<file path="config.mk">
export PLATFORM = sky130hd
export DESIGN_NAME = pipeline_hazard_ctrl_flat
export DESIGN_NICKNAME = d
export VERILOG_FILES = /design/src/rtl/cpu_pkg.sv /design/src/rtl/pipeline_hazard_ctrl_if.sv /design/src/rtl/sat_counter.sv /design/src/rtl/pipeline_hazard_ctrl.sv /design/src/flat_wrapper.sv
export SDC_FILE = /design/constraint.sdc
export NUM_CORES = 1
export LEC_CHECK = 0
export ABC_AREA = 1
export CORE_ASPECT_RATIO = 0.7
export CORE_MARGIN = 8
export CORE_UTILIZATION = 40
export DETAILED_ROUTE_END_ITERATION = 10
export PLACE_DENSITY = 0.69
export REMOVE_ABC_BUFFERS = 1
export SLEW_MARGIN = 20
export SYNTH_ARGS = -nofsm -noshare
export SYNTH_HDL_FRONTEND = slang
export SYNTH_SLANG_ARGS = --single-unit
</file>
<file path="constraint.sdc">
create_clock -name CLK -period 3.1 [get_ports CLK]
set_input_delay 0.62 -clock CLK [delete_from_list [all_inputs] [get_ports CLK]]
set_output_delay 0.62 -clock CLK [all_outputs]
set_load 0.01 [all_outputs]
</file>
<file path="src/rtl/cpu_pkg.sv">
// cpu_pkg: shared pipeline constants for the hazard sequencer and its consumers
package cpu_pkg;
  localparam logic [1:0] ST_RUN     = 2'd0;
  localparam logic [1:0] ST_LDSTALL = 2'd1;
  localparam logic [1:0] ST_MEMWAIT = 2'd2;
  localparam logic [1:0] ST_REDIR   = 2'd3;
  localparam logic [31:0] NOP_INSN  = 32'h00000013;
endpackage

</file>
<file path="src/rtl/pipeline_hazard_ctrl_if.sv">
// pipeline_hazard_ctrl_if: pipeline status in, stall/flush controls and debug statistics out
interface pipeline_hazard_ctrl_if #(parameter int CNT_W = 16);
  logic [4:0]       id_Ra;
  logic [4:0]       id_Rb;
  logic             id_use_Ra;
  logic             id_use_Rb;
  logic [4:0]       ex_Rd;
  logic             ex_RegWr;
  logic             ex_MemtoReg;
  logic             mem_Branch;
  logic             mem_Zero;
  logic             mem_Jump;
  logic             mem_req;
  logic             mem_ready;
  logic             pc_stall;
  logic             ifid_stall;
  logic             idex_bubble;
  logic             ifid_flush;
  logic             idex_flush;
  logic             exmem_flush;
  logic             pipe_freeze;
  logic             pc_redirect;
  logic [1:0]       state;
  logic [CNT_W-1:0] stall_cnt;
  logic [CNT_W-1:0] flush_cnt;
  logic             mem_timeout;
  modport master (
    output id_Ra, id_Rb, id_use_Ra, id_use_Rb, ex_Rd, ex_RegWr, ex_MemtoReg,
           mem_Branch, mem_Zero, mem_Jump, mem_req, mem_ready,
    input  pc_stall, ifid_stall, idex_bubble, ifid_flush, idex_flush, exmem_flush,
           pipe_freeze, pc_redirect, state, stall_cnt, flush_cnt, mem_timeout
  );
  modport slave (
    input  id_Ra, id_Rb, id_use_Ra, id_use_Rb, ex_Rd, ex_RegWr, ex_MemtoReg,
           mem_Branch, mem_Zero, mem_Jump, mem_req, mem_ready,
    output pc_stall, ifid_stall, idex_bubble, ifid_flush, idex_flush, exmem_flush,
           pipe_freeze, pc_redirect, state, stall_cnt, flush_cnt, mem_timeout
  );
endinterface

</file>
<file path="src/rtl/sat_counter.sv">
// sat_counter: event counter that sticks at all-ones instead of wrapping
module sat_counter #(parameter int W = 16) (
  input  logic         clk,
  input  logic         rst_n,
  input  logic         inc,
  output logic [W-1:0] q
);
  // count up on inc until every bit is set
  always_ff @(posedge clk or negedge rst_n)
    if (!rst_n) q <= '0;
    else if (inc && q != '1) q <= q + 1'b1;
endmodule

</file>
<file path="src/rtl/pipeline_hazard_ctrl.sv">
// pipeline_hazard_ctrl: load-use stall, MEM-resolved redirect and memory-wait freeze sequencer
module pipeline_hazard_ctrl
  import cpu_pkg::*;
#(
  parameter int CNT_W    = 16,
  parameter int MAX_WAIT = 8
) (
  input logic                   CLK,
  input logic                   Resetn,
  pipeline_hazard_ctrl_if.slave bus
);
  localparam int WW = $clog2(MAX_WAIT + 1);
  logic [1:0]    st;
  logic [1:0]    nxt;
  logic          pend;
  logic [WW-1:0] wait_cnt;
  logic          timeout;
  logic          mem_wait;
  logic          take;
  logic          load_use;
  logic          redirect;
  logic          lu_stall;
  logic          stall;
  // hazard classification; a redirect owed from a frozen cycle fires as soon as memory lets go
  always_comb begin
    mem_wait = bus.mem_req & ~bus.mem_ready;
    take     = bus.mem_Jump | (bus.mem_Branch & bus.mem_Zero);
    load_use = bus.ex_MemtoReg & bus.ex_RegWr & (bus.ex_Rd != 5'd0) &
               ((bus.id_use_Ra & (bus.id_Ra == bus.ex_Rd)) | (bus.id_use_Rb & (bus.id_Rb == bus.ex_Rd)));
    redirect = ~mem_wait & (take | pend);
    lu_stall = ~mem_wait & ~redirect & load_use;
    stall    = mem_wait | lu_stall;
    nxt      = mem_wait ? ST_MEMWAIT : redirect ? ST_REDIR : lu_stall ? ST_LDSTALL : ST_RUN;
  end
  assign bus.pipe_freeze = Resetn & mem_wait;
  assign bus.pc_stall    = Resetn & stall;
  assign bus.ifid_stall  = Resetn & stall;
  assign bus.idex_bubble = Resetn & lu_stall;
  assign bus.pc_redirect = Resetn & redirect;
  assign bus.ifid_flush  = Resetn & redirect;
  assign bus.idex_flush  = Resetn & redirect;
  assign bus.exmem_flush = Resetn & redirect;
  assign bus.state       = st;
  assign bus.mem_timeout = timeout;
  // state, pending redirect, wait length and sticky timeout
  always_ff @(posedge CLK or negedge Resetn)
    if (!Resetn) begin
      st       <= ST_RUN;
      pend     <= 1'b0;
      wait_cnt <= '0;
      timeout  <= 1'b0;
    end else begin
      st       <= nxt;
      pend     <= mem_wait & (pend | take);
      wait_cnt <= !mem_wait ? '0 : (wait_cnt == WW'(MAX_WAIT)) ? wait_cnt : wait_cnt + 1'b1;
      timeout  <= timeout | (mem_wait & (wait_cnt == WW'(MAX_WAIT - 1)));
    end
  sat_counter #(.W(CNT_W)) u_stall_cnt (.clk(CLK), .rst_n(Resetn), .inc(stall), .q(bus.stall_cnt));
  sat_counter #(.W(CNT_W)) u_flush_cnt (.clk(CLK), .rst_n(Resetn), .inc(redirect), .q(bus.flush_cnt));
endmodule

</file>
<file path="src/flat_wrapper.sv">
// flat-port wrapper written by rule: the top's interface ports become plain ports
module pipeline_hazard_ctrl_flat import cpu_pkg::*;
#(
  parameter int CNT_W    = 16,
  parameter int MAX_WAIT = 8
)
  (CLK, Resetn, bus_id_Ra, bus_id_Rb, bus_id_use_Ra, bus_id_use_Rb, bus_ex_Rd, bus_ex_RegWr, bus_ex_MemtoReg, bus_mem_Branch, bus_mem_Zero, bus_mem_Jump, bus_mem_req, bus_mem_ready, bus_pc_stall, bus_ifid_stall, bus_idex_bubble, bus_ifid_flush, bus_idex_flush, bus_exmem_flush, bus_pipe_freeze, bus_pc_redirect, bus_state, bus_stall_cnt, bus_flush_cnt, bus_mem_timeout);
  pipeline_hazard_ctrl_if #(.CNT_W(CNT_W)) bus_i ();
  input logic CLK;
  input logic Resetn;
  input wire logic [$bits(bus_i.id_Ra)-1:0] bus_id_Ra;
  input wire logic [$bits(bus_i.id_Rb)-1:0] bus_id_Rb;
  input wire logic [$bits(bus_i.id_use_Ra)-1:0] bus_id_use_Ra;
  input wire logic [$bits(bus_i.id_use_Rb)-1:0] bus_id_use_Rb;
  input wire logic [$bits(bus_i.ex_Rd)-1:0] bus_ex_Rd;
  input wire logic [$bits(bus_i.ex_RegWr)-1:0] bus_ex_RegWr;
  input wire logic [$bits(bus_i.ex_MemtoReg)-1:0] bus_ex_MemtoReg;
  input wire logic [$bits(bus_i.mem_Branch)-1:0] bus_mem_Branch;
  input wire logic [$bits(bus_i.mem_Zero)-1:0] bus_mem_Zero;
  input wire logic [$bits(bus_i.mem_Jump)-1:0] bus_mem_Jump;
  input wire logic [$bits(bus_i.mem_req)-1:0] bus_mem_req;
  input wire logic [$bits(bus_i.mem_ready)-1:0] bus_mem_ready;
  output wire logic [$bits(bus_i.pc_stall)-1:0] bus_pc_stall;
  output wire logic [$bits(bus_i.ifid_stall)-1:0] bus_ifid_stall;
  output wire logic [$bits(bus_i.idex_bubble)-1:0] bus_idex_bubble;
  output wire logic [$bits(bus_i.ifid_flush)-1:0] bus_ifid_flush;
  output wire logic [$bits(bus_i.idex_flush)-1:0] bus_idex_flush;
  output wire logic [$bits(bus_i.exmem_flush)-1:0] bus_exmem_flush;
  output wire logic [$bits(bus_i.pipe_freeze)-1:0] bus_pipe_freeze;
  output wire logic [$bits(bus_i.pc_redirect)-1:0] bus_pc_redirect;
  output wire logic [$bits(bus_i.state)-1:0] bus_state;
  output wire logic [$bits(bus_i.stall_cnt)-1:0] bus_stall_cnt;
  output wire logic [$bits(bus_i.flush_cnt)-1:0] bus_flush_cnt;
  output wire logic [$bits(bus_i.mem_timeout)-1:0] bus_mem_timeout;
  assign bus_i.id_Ra = bus_id_Ra;
  assign bus_i.id_Rb = bus_id_Rb;
  assign bus_i.id_use_Ra = bus_id_use_Ra;
  assign bus_i.id_use_Rb = bus_id_use_Rb;
  assign bus_i.ex_Rd = bus_ex_Rd;
  assign bus_i.ex_RegWr = bus_ex_RegWr;
  assign bus_i.ex_MemtoReg = bus_ex_MemtoReg;
  assign bus_i.mem_Branch = bus_mem_Branch;
  assign bus_i.mem_Zero = bus_mem_Zero;
  assign bus_i.mem_Jump = bus_mem_Jump;
  assign bus_i.mem_req = bus_mem_req;
  assign bus_i.mem_ready = bus_mem_ready;
  assign bus_pc_stall = bus_i.pc_stall;
  assign bus_ifid_stall = bus_i.ifid_stall;
  assign bus_idex_bubble = bus_i.idex_bubble;
  assign bus_ifid_flush = bus_i.ifid_flush;
  assign bus_idex_flush = bus_i.idex_flush;
  assign bus_exmem_flush = bus_i.exmem_flush;
  assign bus_pipe_freeze = bus_i.pipe_freeze;
  assign bus_pc_redirect = bus_i.pc_redirect;
  assign bus_state = bus_i.state;
  assign bus_stall_cnt = bus_i.stall_cnt;
  assign bus_flush_cnt = bus_i.flush_cnt;
  assign bus_mem_timeout = bus_i.mem_timeout;
  pipeline_hazard_ctrl #(.CNT_W(CNT_W), .MAX_WAIT(MAX_WAIT)) u_core (.CLK(CLK), .Resetn(Resetn), .bus(bus_i));
endmodule
</file>
==> out/summary.txt <==
status: finished, final reports clean
CTS clk-pin slew, worst paths: 80 ps
max cap viols: 0
H-tree levels: 2
Port Buf Inserts: 68
R2R setup slack: 1120 ps
CP Capture Type: primary output
final non-filler cell total: 524
DR pass1 iterations: 4
Final min period: 2984 ps
Nets: 459
Synth Register Bits: 40
CP Cell Sequence: clkdlybuf4s50_1 -> inv_2 -> nand2_1 -> nand2_1 -> nor2_1 -> nand3_1 -> nand2_2 -> nand2_4 -> nor2_1 -> clkdlybuf4s50_1
global-route wire length before repair: 11.32 mm
RSZ-0062 raised after global routing: false
postcts setup bufs: 0
CTS sink count: 40
slew margin rel.: 65.63%
Final ANT Viol Nets: 0
most frequent cells in the layout: nand2_1, clkdlybuf4s50_1, nand3_1
switching pwr: 0.0005903 W
Worst setup SP type: input pin
DP Area: 3386 um^2
commonest non-fill, non-tap cell in the layout: nand2_1
Slew Limit Fails: 0
CTS root buffer: clkbuf_8
drt initial violations: 126
Synth Instances: 360
CTS Buf Count: 5
Detail Placement HPWL: 5.198 mm
Final Cell Area: 3481 um^2
fin worst setup slack: 115.8 ps
GPL Wtd Cong: 0.8642
Post-synth EDFFs: 0
Switching Share: 35.52%
Vias/cell: 4.723
sum of buffers and inverters on the critical path: 3
r2r worst-path depth: 7
TritonCTS clock tree: built
pwr dens: 477.4 nW/um^2
area delta synth->final: 30.92%
core area: 6600 um^2
filler instances: 631
critical path arrival: 2360 ps
IO Count: 69
Rows: 25
Total Routing Usage GR: 14.45%
Worst Path Class, Setup: in -> out
Reg power frac: 43.9%
DRC viols: 0
CP delay by family, top: buffers and inverters
post-CTS resize count: 0
fin crit share: 96.26%
later-pin clock latency in the skew report: 290 ps
Place WS: 15.77 ps
chip height: 84.21 um
initial antenna violation count: 0
Synth Flop Type: dfrtp_1
Fin Hold WS: 404.2 ps
Yosys warning count: 0
total routed wirelength: 6.753 mm
total gr overflow: 0
Setup violations, final: 0
Routed WL per cell: 12.89 um
Async SR Flop Fraction: 100.0%
CP max stage cell: clkdlybuf4s50_1
Mean Syn Cell Area: 7.386 um^2
HP Class: in -> async
placed cells: 516
setup TNS: 0 ps
die area: 9553 um^2
Seq/Total Area, Yosys: 37.65%
CTS Buffer Depth: 2
required time of the critical path: 2480 ps
worst-path maximum fanout: 3
leakage power: 1.685 nW
Clock Skew: 7.796 ps
Max stage delay on crit path: 570 ps
antenna diode instance count: 0
Mapped Area: 2659 um^2
cell depth of the worst setup path: 10
worst slew pin tran: 515.6 ps
Hold Vio Cnt, Final: 0
chip width: 113.4 um
number of global-route vias before repair: 2311
Yosys cell types: 35
FMAX: 335.1 MHz
Clk network pwr share: 21.9%
Initial Utilization: 40.28%
pin count of the biggest net entering global routing: 41
Power Internal: 0.001072 W
share of cells above drive strength 1: 9.302%
maximum VDD drop: 0.0002319 V
via count: 2475
CTS Hold Buffers Added: 0
Comb pwr share: 34.3%
## metrics by stage
| stage | utilization [%] | power, W |
|---|---|---|
| floorplan | - | 0.001006 |
| global placement | 51.30 | 0.001297 |
| detailed placement | 51.30 | 0.001312 |
| CTS | 52.66 | 0.001678 |
| global route | 52.74 | 0.001779 |
| finish | 52.74 | 0.001662 |
## sequential cells by signal (all words and copies together), names as in the netlist
register and cells:
u_core.bus.mem_timeout 1, u_core.u_stall_cnt.q 16, u_core.wait_cnt 4, u_core.u_flush_cnt.q 16, u_core.bus.state 2, u_core.pend 1
## layer usage
| metal | track usage, % | up-vias | wire (um) |
|---|---|---|---|
| li1 | - | 1267 | - |
| met1 | 20.43 | 1141 | 3361 |
| met2 | 21.28 | 60 | 2962 |
| met3 | 3.582 | 7 | 351 |
| met4 | 3.855 | 0 | 78 |
| met5 | 0 | - | 0 |
## cells in the mapped netlist, types with 6 or more instances
library cell,count,share of area [%]
inv_2,7,0.99
dfrtp_1,40,38
o21ai_0,6,1.1
nand2_1,116,16
inv_1,37,5.2
nand3_1,41,7.7
nor2_1,31,4.4
xnor2_1,7,2.3
nor3_1,6,1.1
xor2_1,15,4.9
nand2_2,6,1.4
## power groups by stage
stage / Clock (W) / Combinational (W) / Sequential (W)
after floorplan: 0 / 0.000256 / 0.000750
after global placement: 0 / 0.000562 / 0.000735
after detailed placement: 0 / 0.000573 / 0.000738
after CTS: 0.000372 / 0.000577 / 0.000729
after global routing: 0.000394 / 0.000640 / 0.000745
final: 0.000363 / 0.000570 / 0.000729
## cells by family (layout without fill, tap and decap cells)
logic type / after synthesis / after routing / share of synthesized area, %
XOR/XNOR: 22 / 22 / 7.247
AND/OR/NAND/NOR: 224 / 224 / 40.14
flip-flops: 40 / 40 / 37.65
adder cells (fa/ha/maj): 4 / 4 / 1.882
buffers and inverters: 55 / 125 / 10.02
AO/OA/AOI/OAI: 15 / 15 / 3.059
## final timing paths
kind / to / startpoint
hold / removal: u_core.u_flush_cnt.q[6] / Resetn
setup / recovery: bus_idex_bubble / bus_ex_Rd[2]
max in group asynchronous: u_core.wait_cnt[3] / Resetn
setup reg to reg: u_core.u_flush_cnt.q[0] / u_core.u_flush_cnt.q[0]
hold reg to reg: u_core.bus.mem_timeout / u_core.bus.mem_timeout
min in group CLK: u_core.bus.mem_timeout / u_core.bus.mem_timeout
## cell type report
class	instances	area [um^2]	share of cell area, %
Multi-Input combinational cell	265	1391	39.97
Tap cell	94	117.6	3.379
Timing Repair Buffer	71	703.2	20.20
Sequential cell	40	1001	28.76
Clock buffer	8	90.09	2.588
Inverter	46	177.7	5.104
Power figures use the tool's default switching activity.
